## src/rtl/apb_bank_regfile.sv

```systemverilog
// Banked storage for the APB checker: one write port, one combinational read port,
// every word returns to RESET_VAL on reset.
module apb_bank_regfile #(
   parameter int                    NUM_BANKS  = 2,
   parameter int                    DATA_WIDTH = 8,
   parameter int                    ADDR_WIDTH = 3,
   parameter int                    BANK_W     = 1,
   parameter logic [DATA_WIDTH-1:0] RESET_VAL  = 'hF9
) (
   input  logic                  i_clk,
   input  logic                  i_rst_n,
   input  logic                  i_we,
   input  logic [BANK_W-1:0]     i_wbank,
   input  logic [ADDR_WIDTH-1:0] i_waddr,
   input  logic [DATA_WIDTH-1:0] i_wdata,
   input  logic [BANK_W-1:0]     i_rbank,
   input  logic [ADDR_WIDTH-1:0] i_raddr,
   output logic [DATA_WIDTH-1:0] o_rdata
);

   logic [DATA_WIDTH-1:0] r_mem [NUM_BANKS][2**ADDR_WIDTH];

   always_ff @(posedge i_clk or negedge i_rst_n) begin
      if (!i_rst_n) begin
         for (int b = 0; b < NUM_BANKS; b++) begin
            for (int w = 0; w < 2**ADDR_WIDTH; w++) begin
               r_mem[b][w] <= RESET_VAL;
            end
         end
      end else if (i_we) begin
         r_mem[i_wbank][i_waddr] <= i_wdata;
      end
   end

   assign o_rdata = r_mem[i_rbank][i_raddr];

endmodule

```

## config.mk

```make
export PLATFORM = sky130hd
export DESIGN_NAME = apb_bank_regfile
export DESIGN_NICKNAME = d
export VERILOG_FILES = /design/src/rtl/apb_bank_regfile.sv
export SDC_FILE = /design/constraint.sdc
export NUM_CORES = 1
export LEC_CHECK = 0
export ABC_CLOCK_PERIOD_IN_PS = 2100
export BUFFER_PORTS_ARGS = -buffer_cell sky130_fd_sc_hd__buf_2
export CAP_MARGIN = 40
export CORE_UTILIZATION = 50
export DETAILED_ROUTE_END_ITERATION = 8
export GPL_TIMING_DRIVEN = 1
export PLACE_DENSITY = 0.68
export SLEW_MARGIN = 5
export SYNTH_ARGS = -nofsm -noshare
export SYNTH_HDL_FRONTEND = slang
export SYNTH_SLANG_ARGS = --single-unit
```

## constraint.sdc

```tcl
create_clock -name i_clk -period 2.1 [get_ports i_clk]
set_input_delay 0.315 -clock i_clk [delete_from_list [all_inputs] [get_ports i_clk]]
set_output_delay 0.315 -clock i_clk [all_outputs]
set_load 0.01 [all_outputs]
```

# Word level (Yosys, flattened, before mapping)

Index checks and enable logic that the tools add are counted.

Word-level logic and storage cells: 39
Register bits: 128
Input bits: 19

Bitwise gates (word level): 4
Muxes and demuxes: 11
Magnitude comparators: 6
Reductions and logical operators: 2

Operators with widths:

| cell                 | number |
|---|---|
| $mux W64             | 4 |
| $bwmux W128          | 1 |
| $demux W64 S1        | 1 |
| $bmux W8 S3          | 1 |
| $demux W8 S3         | 1 |
| $mux W8              | 3 |
| $ge A4 B4 Y1 const B | 2 |
| $not A3 Y4           | 2 |
| $ge A2 B2 Y1 const B | 2 |
| $lt A4 B1 Y1 const B | 1 |
| $not A1 Y2           | 2 |
| $logic_and A1 B1 Y1  | 2 |
| $lt A2 B1 Y1 const B | 1 |

# Depth between registers and ports, before layout

Gate-level depths: netlist of run 1.

Depth in word-level cells: 8
Depth in mapped cells: 5

# Worst setup path before layout of run 1

No wires, ideal clock.

Kind: in2out
Start: in i_rbank
End: out o_rdata[1]
Required time: 1785 ps
Path slack: 228 ps
Stages on the path: 5
Arrival: 1557 ps
Cell sequence: buf_2 buf_2 mux4_2 a22oi_1 nand2_1

Cells in the longest elaborated chain, start to end: 7

RTL lines:

| what                                        | RTL line | RTL |
|---|---|---|
| start, declared                             | 16       | `input logic [BANK_W-1:0] i_rbank,` |
| $not A1 Y2 (implied by the code)            | 35       | `assign o_rdata = r_mem[i_rbank][i_raddr];` |
| $mux W64 (implied by the code) (3 in a row) | 35       |  |
| $bmux W8 S3                                 | 35       |  |
| $mux W8 (implied by the code) (2 in a row)  | 35       |  |
| end, declared                               | 18       | `output logic [DATA_WIDTH-1:0] o_rdata` |

Every way passes these cells. The select of a mux whose other input is x is not followed.

# Worst setup path after layout of run 1

Start: reg r_mem[49] (netlist name)
End: out o_rdata[1]

Cells in the longest elaborated chain, start to end: 6

RTL lines:

| what                                        | RTL line | RTL |
|---|---|---|
| start, declared                             | 21       | `logic [DATA_WIDTH-1:0] r_mem [NUM_BANKS][2**ADDR_WIDTH];` |
| start signal, assigned by index             | 31       | `r_mem[i_wbank][i_waddr] <= i_wdata;` |
| $mux W64 (implied by the code) (3 in a row) | 35       |  |
| $bmux W8 S3                                 | 35       |  |
| $mux W8 (implied by the code) (2 in a row)  | 35       |  |

Every way passes these cells. The select of a mux whose other input is x is not followed.

==> results.ini, run 1 <==
[floorplanning]
die_width_microns=112
io_pins=27
row_count=39
fp.coreArea_sq_mm=0.0116
start_util_pct=52.0
fp.dieH_microns=112
die-area_sq_mm=0.0125

[cts]
cts_buffers=17
clk_path_buf_depth=2
clock_latency_ns=0.42
cts_root_buffer=clkbuf_16
cts.sinks=128
path_clk_slew_ns=0.06
tritoncts=yes
h-tree-depth=4

[sta]
finalCritPeriodShare_pct=97.7
worst_pin_slew_ns=0.615
skew_ns=0
rsz0062_at_grt=yes
min_period_ns=2.05
slew_headroom_pct=58.8
slew_viol_final=0
achievable-frequency_mhz=487
hold_viol_final=0
setup_tns_ns=0
report.final.setup_viol=0

[finish]
final_util_pct=61.1
nets=430
largest_register_ffs=128
diodes=0
largestRegisters=r_mem: 128 flops
synthToLayoutAreaGrowth_pct=17.5
top_register=r_mem
nFillCells=891
drive_above_1_share_pct=85.8

[setup_path]
cp-startpoint=r_mem[49]$_DFFE_PN0P_
path_cells=mux4_2, a22oi_2, nand2_1, buf_2
critPathKind=flip-flop to output port
start_kind=flip-flop
slowest_delay_ns=0.48
crit_slowest_cell=mux4_2
reg2reg_from=r_mem[50]$_DFFE_PN0P_
crit_fanout=2
cp.required_ns=1.78
arrival_ns=1.74
worst_setup_path_end_kind=output port

[detailed_routing]
antenna_left=0
vias_per_cell=5.89
drt-total-wl_mm=13.1
dr.first_iter.drc_count=216
dr.pass1.iters=5
post-route-drc-count=0
route.vias.total=3337
wl_per_cell_microns=23.2

[pwr]
seqPwrFrac_pct=47.8
p_leak_nw=2.85
p_per_area_mw_per_mm2=1080
pwr-share-comb_pct=17.1
vdd_drop_max_mv=0.706
p_total_mw=7.65
p_int_mw=5.77
power_frac_clock_pct=35.1
swShare_pct=24.5
p_switching_mw=1.87

[outcome]
status=completed

[worst_hold_path]
holdCritPathClass=primary input to async pin

[yosys]
synth_area_sq_mm=0.00604
synthDistinctLibCells=25
yosys_warnings=0
synthCells=365
avgSynthCellArea_sq_um=16.5
yosysSeqAreaShare_pct=55.1
ys_ff_latch=128
syn_nets=384

[grt]
grt_use_total_pct=23.7
grt_overflow=0
grt_pass1_wl_mm=21.3
grt_pass1_vias=3679
antenna_found_initial=0
grt_max_degree=65

[run]
drv_cap=0

[placed_design]
routabilityCongestion=0.729
port_buffers=26
dpl.hpwl_mm=8.70

final timing paths:
check                                               to  slack, ns  depth (start not counted)
worst max register to register   r_mem[50]$_DFFE_PN0P_       1.32                          1
worst min-delay path            r_mem[122]$_DFFE_PN0P_       0.36                          2
min in group i_clk               r_mem[76]$_DFFE_PN1P_       0.37                          2
worst max-delay path                        o_rdata[1]       0.05                          4
max in group asynchronous        r_mem[38]$_DFFE_PN1P_       1.02                          3
worst min register to register   r_mem[65]$_DFFE_PN0P_       0.50                          1
logic make-up (layout without fill, tap and decap cells):
| family | after synthesis | in the layout | synth area share [%] |
|---|---|---|---|
| muxes | 160 | 160 | 36.3 |
| DFF | 128 | 128 | 55.1 |
| and+or+nand+nor | 37 | 37 | 4.64 |
| buffers and inverters | 24 | 83 | 1.99 |
| AOI/OAI and AO/OA | 16 | 16 | 1.99 |
through the flow:
stage | setup slack [ns] | cells | instance area, sq um | hold WS, ns
after global placement | 0.0260 | 532 | 6470 | 0.268
after detailed placement | 0.0228 | 534 | 6480 | 0.271
after CTS | 0.000923 | 567 | 7060 | 0.350
after global routing | -0.0161 | 567 | 7090 | 0.366
after floorplan | 0.228 | 365 | 6040 | 0.0194
final | 0.0475 | 567 | 7090 | 0.365
power groups by stage:
| stage | sequential (mW) | clock, mW | combinational, mW |
|---|---|---|---|
| after global routing | 3.73 | 2.85 | 1.43 |
| after CTS | 3.65 | 2.74 | 1.31 |
| after floorplan | 3.55 | 0 | 0.999 |
| final | 3.65 | 2.68 | 1.31 |
| after global placement | 3.64 | 0 | 1.25 |
| after detailed placement | 3.68 | 0 | 1.29 |
layout by cell type, fill, tap and decap left out, types with 2 or more instances in the layout:
master and instances:
clkbuf_8 3, dfstp_2 96, nand3b_1 2, nand3_1 2, a22oi_2 9, nor2_2 6, dfrtp_1 32, nor3_4 3
buf_2 25, mux2_2 120, buf_12 6, buf_4 19, nand2_1 10, clkbuf_16 17, clkinvlp_4 4, clkinv_2 4
nand2b_4 2, nor3_2 3, or3_1 2, clkinv_4 2, inv_6 2, a22oi_1 7, mux2_4 8, mux4_2 32
worst max-delay path: cells and delay by family, from the launching register on:
kind            cells  cell delay (ns)
compound gates      1             0.22
mux                 1             0.48
buf+inv             1             0.14
flops               1             0.38
simple gates        1             0.09
layout make-up:
class | instances | area (sq um) | area share (%)
multi-input cells | 213 | 2640 | 37.2
flip-flops and latches | 128 | 3320 | 46.9
repair buffers | 51 | 398 | 5.61
clock inverters | 12 | 85.1 | 1.20
well taps | 143 | 179 | 2.52
clock buffers | 20 | 467 | 6.58
synthesized netlist by cell type:
cell type / number / share of area, %
a22oi_1: 16 / 2.0
and2_1: 1 / 0.10
buf_1: 2 / 0.12
buf_2: 6 / 0.50
buf_4: 2 / 0.25
buf_6: 2 / 0.37
clkbuf_1: 12 / 0.75
dfrtp_1: 32 / 13
dfstp_2: 96 / 42
mux2_2: 120 / 22
mux2_4: 8 / 2.0
mux4_2: 32 / 12
nand2_1: 10 / 0.62
nand2b_1: 1 / 0.10
nand2b_4: 2 / 0.46
nand3_1: 2 / 0.17
nand3b_1: 2 / 0.25
nor2_1: 1 / 0.062
nor2_2: 6 / 0.62
nor2b_1: 2 / 0.21
nor3_2: 3 / 0.50
nor3_4: 3 / 0.81
nor4_4: 1 / 0.35
or3_1: 2 / 0.21
or4_4: 1 / 0.19
what timing repair did:
action / 4_1_cts / 5_1_grt
endpoints found under the setup margin: 3 / 8
pin swaps: 0 / 6
hold buffers: 1 / 0
gates resized for setup: 3 / 7
endpoints found under the hold margin: 7 / 0
setup buffers: 0 / 0
routing by layer:
| layer | track usage (%) | part of all wire (%) | up-vias |
|---|---|---|---|
| met5 | 0 | 0 | - |
| met4 | 8.74 | 1.2 | 0 |
| met3 | 7.19 | 4.1 | 11 |
| met2 | 36.1 | 49 | 66 |
| met1 | 32.1 | 46 | 1799 |
| li1 | - | - | 1461 |
Power figures use the tool's default switching activity.
==> run 2: changes to the inputs <==
--- a/config.mk
+++ b/config.mk
@@ -8,10 +8,10 @@
 export ABC_CLOCK_PERIOD_IN_PS = 2100
 export BUFFER_PORTS_ARGS = -buffer_cell sky130_fd_sc_hd__buf_2
 export CAP_MARGIN = 40
-export CORE_UTILIZATION = 50
+export CORE_UTILIZATION = 60
 export DETAILED_ROUTE_END_ITERATION = 8
 export GPL_TIMING_DRIVEN = 1
-export PLACE_DENSITY = 0.68
+export PLACE_DENSITY = 0.79
 export SLEW_MARGIN = 5
 export SYNTH_ARGS = -nofsm -noshare
 export SYNTH_HDL_FRONTEND = slang
==> run 2 against run 1 <==
Compared with the run above:
- the flow now finishes with violations (setup timing)
- cell count down 2.1%
- critical path depth unchanged
- utilization up 12 points
- via count up 1.3%
- global-route usage up 4.1 points
- sequential cell count unchanged
- sequential power about the same
- maximum frequency down 5.1%
- worst setup slack worse by 0.11 ns
==> results.ini, run 2 (synthesis gave the netlist of run 1 again) <==
[outcome]
status=complete, but fails checks
failed_checks=setup timing

[sta]
slew_headroom_pct=31.0  ; -28 points
min_period_ns=2.16  ; +0.110 ns
achievable-frequency_mhz=462  ; -5.1%
slew_viol_final=0  ; unchanged
worst_pin_slew_ns=1.03  ; +0.418 ns
skew_ns=0  ; unchanged
rsz0062_at_grt=yes
setup_tns_ns=-0.142  ; -0.142 ns
finalCritPeriodShare_pct=103  ; +5.2 points
setup_ws_ns=-0.0624  ; -0.110 ns
hold_ws_ns=0.245  ; -0.120 ns
report.final.setup_viol=5  ; +5
hold_viol_final=0  ; unchanged

[cts]
cts_buffers=17  ; unchanged
h-tree-depth=4  ; unchanged
clock_latency_ns=0.52  ; +0.10 ns
path_clk_slew_ns=0.06  ; about the same
tritoncts=yes
cts_root_buffer=clkbuf_8
clk_path_buf_depth=2  ; unchanged
cts.sinks=128  ; unchanged

[floorplanning]
row_count=36  ; -7.7%
io_pins=27  ; unchanged
fp.coreArea_sq_mm=0.00977  ; -16%
die_width_microns=102  ; -8.6%
die-area_sq_mm=0.0105  ; -16%
start_util_pct=61.8  ; +9.8 points
fp.dieH_microns=102  ; -8.6%

[grt]
grt_pass1_vias=3641  ; -1.0%
grt_util_met2_pct=45.1  ; +9.0 points
grt_max_degree=39  ; -40%
grt_overflow=0  ; unchanged
grt_use_total_pct=27.8  ; +4.1 points
grt.busiest_layer=met2
antenna_found_initial=0  ; unchanged
grt_pass1_wl_mm=20.4  ; -4.2%
grtUsageMet3_pct=7.73  ; +0.54 points
grtUsageMet1_pct=36.4  ; +4.3 points

[setup_path]
crit_fanout=2  ; unchanged
reg2reg_from=r_mem[33]$_DFFE_PN0P_
timing.rr.end=r_mem[33]$_DFFE_PN0P_
cp.required_ns=1.78  ; about the same
start_kind=flip-flop
rr_worst_depth=2  ; +1
worst_setup_path_end_kind=output port
reg2reg_slack_ns=1.23  ; -0.09 ns
critPathKind=flip-flop to output port
arrival_ns=1.85  ; +0.11 ns

[detailed_routing]
wl_per_cell_microns=22.7  ; -2.1%
antenna_left=0  ; unchanged
dr.pass1.iters=5  ; unchanged
drt-total-wl_mm=12.6  ; -4.2%
vias_per_cell=6.09  ; +3.5%
post-route-drc-count=0  ; unchanged
dr.first_iter.drc_count=124  ; -43%
route.vias.total=3380  ; +1.3%

[placed_design]
port_buffers=26  ; unchanged
dp_slack_ns=0.0358  ; +0.0130 ns
dpl.hpwl_mm=8.17  ; -6.2%
routabilityCongestion=0.816  ; +12%

[finish]
final_cell_mix=120 x mux2_2, 96 x dfstp_2, 32 x mux4_2, 32 x dfrtp_1, 25 x buf_2
largestRegisters=r_mem: 128 flops
final_common_cell=mux2_2
final_util_pct=73.0  ; +12 points
top_register=r_mem
largest_register_ffs=128  ; unchanged
synthToLayoutAreaGrowth_pct=18.2
nFillCells=621  ; -30%
drive_above_1_share_pct=85.3  ; -0.54 points
nets=428  ; -0.47%
diodes=0  ; unchanged

[pwr]
p_total_mw=8.08  ; +5.7%
p_leak_nw=2.87  ; +0.88%
p_per_area_mw_per_mm2=1130  ; +5.1%
vdd_drop_max_mv=0.951  ; +35%

[worst_hold_path]
holdCritPathClass=primary input to async pin

[run]
drv_cap=0  ; unchanged

## run 2: cell types whose count changed in the layout (fill, tap and decap cells not counted), moves of 2 or more
| cell | previous run | this run |
|---|---|---|
| bufinv_16 | 0 | 5 |
| a22oi_2 | 9 | 11 |
| inv_6 | 2 | 0 |
| clkbuf_1 | 0 | 3 |
| clkinvlp_4 | 4 | 1 |
| a22oi_1 | 7 | 5 |
## run 2: how the worst max path moves through the flow
stage | start | to | slack (ns) | cells past startpoint
after floorplan | i_rbank | o_rdata[1] | 0.23 | 5
after global placement | i_rbank | o_rdata[4] | 0.04 | 6
after detailed placement | i_rbank | o_rdata[1] | 0.04 | 6
after CTS | r_mem[49]$_DFFE_PN0P_ | o_rdata[1] | -0.08 | 4
after global routing | r_mem[121]$_DFFE_PN0P_ | o_rdata[1] | -0.13 | 4
final | r_mem[49]$_DFFE_PN0P_ | o_rdata[1] | -0.06 | 4
## run 2: what timing repair did
action,4_1_cts,5_1_grt
gates resized for setup,7,4
hold endpoints to repair,23,0
pin swaps,8,6
buffers inserted,1,0
hold buffers,1,0
setup endpoints to repair,8,8
## run 2: through the flow
stage	cell area, sq um	instances
after floorplan	6040	365
after global placement	6430	520
after detailed placement	6430	521
after CTS	7110	555
after global routing	7130	555
final	7130	555
## run 2: layer usage
metal / vias up / part of all wire, %
met1: 1825 / 44
met5: - / 0
met4: 0 / 1.7
met2: 65 / 51
li1: 1466 / -
met3: 24 / 3.3
## run 2: area by class of cell
class                           instances  area [sq um]  area share [%]
Tap cell                              133           166            2.33
Timing Repair Buffer                   49           370            5.19
Clock buffer                           21           439            6.16
Clock inverter                         11           186            2.61
Multi-Input combinational cell        213          2650            37.1
Sequential cell                       128          3320            46.6
## run 2: where the power goes
group	total (mW)	internal (mW)	switching [mW]
clock network	3.09	2.07	1.02
logic	1.33	0.827	0.505
registers	3.66	3.35	0.304
## run 2: critical path, cell delays in order, from the launching register on
cell and delay [ns]:
dfrtp_1 0.37, mux4_2 0.48, a22oi_2 0.21, nand2_1 0.12, buf_2 0.15
